## src/rtl/max_min_reduce_nbit.sv

```systemverilog
// Streaming max/min reduction over a valid/ready packet stream.
// Returns the extreme element, its index and the beat count once in_last is seen.
module max_min_reduce_nbit #(
    parameter int unsigned WIDTH     = 16,
    parameter int unsigned CNT_WIDTH = 8,
    parameter bit          IS_SIGNED = 1'b1
) (
    input  logic                 clk,
    input  logic                 rst,
    input  logic                 mode_min,
    input  logic                 in_valid,
    output logic                 in_ready,
    input  logic [WIDTH-1:0]     in_data,
    input  logic                 in_last,
    output logic                 out_valid,
    input  logic                 out_ready,
    output logic [WIDTH-1:0]     out_data,
    output logic [CNT_WIDTH-1:0] out_idx,
    output logic [CNT_WIDTH:0]   out_count,
    output logic                 out_ovf
);

    typedef enum logic [1:0] {
        IDLE,
        ACCUM,
        HOLD
    } state_t;

    // Flipping the MSB maps two's-complement order onto unsigned order.
    localparam logic [WIDTH-1:0]   KEY_FLIP = IS_SIGNED ? {1'b1, {(WIDTH-1){1'b0}}} : '0;
    localparam logic [CNT_WIDTH:0] CNT_ONE  = {{CNT_WIDTH{1'b0}}, 1'b1};

    state_t                 state;
    logic [WIDTH-1:0]       acc;
    logic [CNT_WIDTH-1:0]   idx;
    logic [CNT_WIDTH:0]     cnt;
    logic                   ovf;
    logic                   mode_q;

    logic                   accept;
    logic [WIDTH-1:0]       key_new;
    logic [WIDTH-1:0]       key_acc;
    logic                   better;
    logic [CNT_WIDTH-1:0]   beat_idx;
    logic [WIDTH-1:0]       n_acc;
    logic [CNT_WIDTH-1:0]   n_idx;
    logic [CNT_WIDTH:0]     n_cnt;
    logic                   n_ovf;

    // Next accumulator values for the beat currently offered on the input.
    always_comb begin
        accept   = in_valid && in_ready;
        key_new  = in_data ^ KEY_FLIP;
        key_acc  = acc ^ KEY_FLIP;
        better   = mode_q ? (key_new < key_acc) : (key_new > key_acc);
        // Once the count has saturated, the index sticks at its largest value.
        beat_idx = cnt[CNT_WIDTH] ? '1 : cnt[CNT_WIDTH-1:0];
        n_acc    = acc;
        n_idx    = idx;
        n_cnt    = cnt;
        n_ovf    = ovf;
        if (state == IDLE) begin
            n_acc = in_data;
            n_idx = '0;
            n_cnt = CNT_ONE;
            n_ovf = 1'b0;
        end else begin
            if (better) begin
                n_acc = in_data;
                n_idx = beat_idx;
            end
            n_cnt = cnt[CNT_WIDTH] ? cnt : cnt + CNT_ONE;
            n_ovf = ovf | cnt[CNT_WIDTH];
        end
    end

    // Packet FSM with registered handshake and result outputs.
    always_ff @(posedge clk) begin
        if (rst) begin
            state     <= IDLE;
            acc       <= '0;
            idx       <= '0;
            cnt       <= '0;
            ovf       <= 1'b0;
            mode_q    <= 1'b0;
            in_ready  <= 1'b0;
            out_valid <= 1'b0;
            out_data  <= '0;
            out_idx   <= '0;
            out_count <= '0;
            out_ovf   <= 1'b0;
        end else begin
            case (state)
                IDLE, ACCUM: begin
                    in_ready <= 1'b1;
                    if (accept) begin
                        acc <= n_acc;
                        idx <= n_idx;
                        cnt <= n_cnt;
                        ovf <= n_ovf;
                        if (state == IDLE) begin
                            mode_q  <= mode_min;
                            out_ovf <= 1'b0;
                        end
                        if (in_last) begin
                            state     <= HOLD;
                            in_ready  <= 1'b0;
                            out_valid <= 1'b1;
                            out_data  <= n_acc;
                            out_idx   <= n_idx;
                            out_count <= n_cnt;
                            out_ovf   <= n_ovf;
                        end else begin
                            state <= ACCUM;
                        end
                    end
                end
                HOLD: begin
                    if (out_ready) begin
                        state     <= IDLE;
                        out_valid <= 1'b0;
                        in_ready  <= 1'b1;
                    end
                end
                default: begin
                    state    <= IDLE;
                    in_ready <= 1'b0;
                end
            endcase
        end
    end

endmodule

```

## config.mk

```make
export PLATFORM = sky130hd
export DESIGN_NAME = max_min_reduce_nbit
export DESIGN_NICKNAME = d
export VERILOG_FILES = /design/src/rtl/max_min_reduce_nbit.sv
export SDC_FILE = /design/constraint.sdc
export NUM_CORES = 1
export LEC_CHECK = 0
export ABC_AREA = 1
export CAP_MARGIN = 10
export CORE_AREA = 2 2 88 90
export CTS_CLUSTER_DIAMETER = 80
export CTS_CLUSTER_SIZE = 40
export DETAILED_ROUTE_END_ITERATION = 6
export DIE_AREA = 0 0 90 92
export GPL_TIMING_DRIVEN = 0
export MAX_ROUTING_LAYER = met4
export PLACE_DENSITY = 0.87
export SLEW_MARGIN = 10
export SYNTH_ARGS = -nofsm -noshare
export SYNTH_HDL_FRONTEND = slang
export SYNTH_SLANG_ARGS = --single-unit
```

## constraint.sdc

```tcl
create_clock -name clk -period 4.31 [get_ports clk]
set_clock_uncertainty 0.1 [all_clocks]
set_input_delay 0.862 -clock clk [delete_from_list [all_inputs] [get_ports clk]]
set_output_delay 0.862 -clock clk [all_outputs]
set_load 0.03 [all_outputs]
```

Word level (Yosys, flattened, before mapping)
Cells that the tools add are included.
Widths: inputs -> output; s select.

word-level totals
  flip-flop bits (word level) = 73
  latch bits = 0
  RAM bits = 0
  ROM bits = 0
  bits of input ports = 22
  output and inout port bits = 36
  logic and storage cells = 57
  memories kept = 0

operators by class
  add/subtract/negate cells = 1
  $mul = 0
  div/mod/pow operators = 0
  $lt $le $gt $ge = 2
  equal/unequal tests = 5
  shift-type cells = 0
  multiplexer cells = 23
  bitwise gates (word level) = 3
  reductions and logical operators = 11

operators with widths
  kind                 number
  $mux 16              2
  $mux 8               3
  $mux 9               2
  $gt 16x16->1         1
  $lt 16x16->1         1
  $mux 1               10
  $add 9x1->9 const B  1
  $reduce_and 3->1     3
  $mux 2               3
  $ne 2x2->1 const B   3
  $pmux 1 s2           2
  $pmux 2 s2           1
  $reduce_and 2->1     2
  $reduce_and 4->1     1
  $reduce_bool 2->1    2
  $eq 2x1->1 const B   1
  $eq 2x2->1 const B   1
  $logic_not 2->1      1
  $not 1->1            2
  $reduce_or 2->1      1
  $logic_and 1x1->1    1
  $or 1x1->1           1

Logic depth before layout (Yosys ltp)
  word-level depth = 5
  depth in mapped cells = 16
  gate-level depth less buffers = 15

Worst setup path after synthesis
OpenSTA, ideal clock, no wires.

  path kind = input-to-reg
  start = input port in_data[15]
  end = register acc[10]
  setup time = 0.109 ns
  data arrival time = 2.291 ns
  data required time = 4.101 ns
  slack = 1.810 ns
  stages = 15
  path buffers = 1
  cells stage by stage = inv_1 > ha_1 > nand2_2 > inv_1 > nand2_1 > nand2_1 > a21oi_2 > nand3_2 > nand2_4 > nand3_4 > buf_12 > nand2_4 > nand3_1 > nand2_1 > inv_1

on the way
  cells in the longest elaborated chain, start to end = 5
  elaborated cells on any way between the ends = 6
  classes of those cells = order compare (2); mux (3); bitwise (1)

RTL lines
  what                                          line  text
  start: declaration                            13    input logic [WIDTH-1:0] in_data,
  $not 1->1 (no line) (*)                       -
  $gt 16x16->1 or $lt 16x16->1 (tied branches)  55    better = mode_q ? (key_new < key_acc) : (key_new > key_acc);
  $mux 1 (*)                                    55
  $mux 16 (*)                                   68    if (better) begin
  $mux 16 (*)                                   62    if (state == IDLE) begin
  end signal: assignment                        97    acc <= n_acc;
  end: declaration                              34    logic [WIDTH-1:0] acc;

Mark *: on every way between the ends. The rest lies on a longest branch, timed or not.
A chain may end at the register's enable or synchronous reset.

Final worst setup path
  start = input port in_data[15]
  end = register idx[0]

on the way
  cells in the longest elaborated chain, start to end = 5
  elaborated cells on any way between the ends = 6
  classes of those cells = order compare (2); mux (3); bitwise (1)

RTL lines
  what                                          line  text
  $not 1->1 (no line) (*)                       -
  $gt 16x16->1 or $lt 16x16->1 (tied branches)  55
  $mux 1 (*)                                    55
  $mux 8 (*)                                    68
  $mux 8 (*)                                    62
  end signal: assignment                        98    idx <= n_idx;
  end: declaration                              35    logic [CNT_WIDTH-1:0] idx;

Marked as above.

==> summary.md <==
| Metric | Value |
|---|---|
| Hold buffer count at CTS | `0` |
| Fin nets | `roughly 650` |
| Rel. slew slack | `0.5664` |
| Post-CTS sizing | `0` |
| Post-route ant nets | `0` |
| Num ports | `a little under 60` |
| Antenna Diode Count | `0` |
| Final setup fails | `0` |
| Final period utilization | `0.6999` |
| Global Route Usage Sum | `0.2648` |
| Crit Path Class | `in2reg` |
| RSZ-0062 raised after global routing | `false` |
| Leak | `between 2 and 2.5 nW` |
| DRC Markers | `0` |
| Max clock buf depth | `2` |
| Hpwl dp | `just over 7000 µm` |
| Port Buffer Count | `56` |
| Crit. End Element | `flop` |
| Pre-Repair DR Iteration Count | `4` |
| Worst IR drop on VDD | `about 0.18 mV` |
| Largest net degree at the start of global routing | `13` |
| DIE WIDTH | `~90 µm` |
| Hold Vio Cnt, Final | `0` |
| Die Ht | `92 µm` |
| Most common cell after layout, fill and taps aside | `nand2_1` |
| Die Area | `approximately 8300 µm²` |
| PD cells | `between 300 and 400 nW/µm²` |
| CP required | `around 4.5 ns` |
| Proportion of layout cells with a drive suffix above 1 | `0.1149` |
| Clock latency on the worst-skew pair | `around 0.35 ns` |
| Root Buffer | `clkbuf_8` |
| Max FO, Critical Path | `8` |
| Synthesized cell area | `3940 µm²` |
| First-pass GRT wire length | `17,370 µm` |
| Status | `completed` |
| Fin. max-slew vios | `0` |
| Ys Warns | `0` |
| Routed via count | `3,904` |
| Placed Instances | `between 700 and 800` |
| Main area contributors after synthesis | `dfxtp_1 37%, nand2_1 7.8%, inv_1 7.5%, a21oi_1 7.4%, ha_1 5.7%` |
| Avg Inst Size Synth | `roughly 7.2 µm²` |
| TritonCTS clock tree | `built` |
| Seq/Total Area, Yosys | `0.3709` |
| Multi-input gate area | `around 2000 µm²` |
| Setup bufs post-CTS | `0` |
| Mapped Cells | `between 500 and 600` |
| Max_cap viols | `0` |
| Clock transition at the registers of the reported paths | `about 0.080 ns` |
| Via count of the first global-routing pass | `3,873` |
| Post-route setup TNS | `0 ns` |
| Post-Route WL | `10,210 µm` |
| Reg area | `approximately 1500 µm²` |
| Gpl congestion | `0.9110` |
| Min cycle time layout | `a little over 3 ns` |
| Post-synth top area cell | `dfxtp_1` |
| Core area | `7447 µm²` |
| Number of fillers in the final layout | `643` |
| Congestion Overflow GR | `0` |
| Syn Nets | `586` |
| Clock sinks | `73` |
| Crit path DAT | `between 3 and 4 ns` |
| Routed vias/inst | `about 5.4` |
| Worst-Margin Slew | `0.6504 ns` |
| Initial antenna violation count | `0` |
| Post-Layout Cell Count | `between 700 and 800` |
| H-tree depth | `3` |
| Core Rows | `32` |
| Fmax | `331.5 MHz` |
| Synthesized flop and latch total | `73` |
| Yosys top cell area share | `0.3709` |
| Area Growth Syn to Fin | `23.91%` |
| Worst hold path type | `reg2reg` |
| Number of distinct library cells after synthesis | `28` |
| Initial DRC Count | `207` |
| Initial Util | `0.5291` |
| Most frequent cells in the layout | `82 x nand2_1, 79 x inv_1, 73 x dfxtp_1` |
| CP Launch Type | `primary input` |
| TritonCTS Buffers | `9` |
| Avg WL per Cell | `around 14 µm` |
worst max-delay path, cell delays in order:
cell and delay, ns:
clkdlybuf4s50_1 0.55, inv_1 0.06, ha_1 0.33, nand2_2 0.11
inv_1 0.05, nand2_1 0.06, nand2_1 0.07, a21oi_2 0.19
nand3_2 0.12, nand2_4 0.14, nand2_1 0.23, nand2_1 0.17
nand3_2 0.10, a21oi_1 0.17
logic make-up (layout without fill, tap and decap cells):
group / Yosys count / in the layout / share of synthesized area
AOI/OAI and AO/OA: 101 / 101 / 0.1327
DFF: 73 / 73 / 0.3709
buffers and inverters: 111 / 183 / 0.1175
adders and majority gates: 18 / 18 / 0.05716
and+or+nand+nor: 243 / 243 / 0.3217
synth_stat cells (all sizes together):
master   count
nand2       97
inv         81
a2111oi      1
buf         13
o211ai       1
o21bai       1
a21oi       59
or2          2
nand3       59
a211oi       2
ha          18
nor2        62
o21ai       37
clkbuf      17
nor3         3
nand4       20
dfxtp       73
flip-flops by register name (all words and copies together), names as in the netlist:
| signal | count |
|---|---|
| acc | 16 |
| cnt | 9 |
| idx | 8 |
| in_ready | 1 |
| mode_q | 1 |
| out_count | 9 |
| out_data | 16 |
| out_idx | 8 |
| out_ovf | 1 |
| out_valid | 1 |
| ovf | 1 |
| state | 2 |
final cells by class:
| cell class | instances | share of cell area |
|---|---|---|
| multi-input cells | 362 | 0.4129 |
| flip-flops and latches | 73 | 0.2993 |
| repair buffers | 56 | 0.1148 |
| inverters | 81 | 0.06228 |
| plain buffers | 30 | 0.03255 |
| clock buffers | 12 | 0.03178 |
| well taps | 102 | 0.02614 |
| clock inverters | 4 | 0.02025 |
metrics by stage:
stage	hold slack (ns)	util	area, µm²	power, mW	setup WS, ns
5_1_grt	0.3899	0.6556	4882	1.910	1.157
4_1_cts	0.3709	0.6556	4882	1.835	1.319
2_1_floorplan	0.3406	-	3940	1.035	1.810
6_report	0.3679	0.6556	4882	1.836	1.293
3_3_place_gp	0.3498	0.6215	4628	1.150	1.009
3_5_place_dp	0.3600	0.6215	4628	1.163	0.9539
layer usage:
layer | vias to the layer above | part of all wire | routed length, µm | GRT usage
met5 | - | 0 | 0 | -
met4 | 0 | 0.027 | 271 | 0.1590
met3 | 31 | 0.059 | 598 | 0.04930
met2 | 156 | 0.48 | 4894 | 0.4348
met1 | 1809 | 0.44 | 4440 | 0.3025
li1 | 1908 | - | - | -
final timing paths:
| path | startpoint | endpoint | slack [ns] | depth (start not counted) |
|---|---|---|---|---|
| worst max-delay path | in_data[15] | idx[0]$_SDFFE_PP0P_ | 1.29 | 14 |
| worst min-delay path | ovf$_SDFFE_PP0P_ | ovf$_SDFFE_PP0P_ | 0.37 | 2 |
| worst max register to register | acc[11]$_SDFFE_PP0P_ | idx[0]$_SDFFE_PP0P_ | 2.02 | 11 |
| worst min register to register | ovf$_SDFFE_PP0P_ | ovf$_SDFFE_PP0P_ | 0.37 | 2 |
where the power goes:
group / internal (mW) / total, mW / switching [mW]
clock network: 0.418 / 0.682 / 0.265
registers: 0.716 / 0.743 / 0.0270
logic: 0.150 / 0.410 / 0.260
No activity file was read; power rests on OpenSTA's default activity.
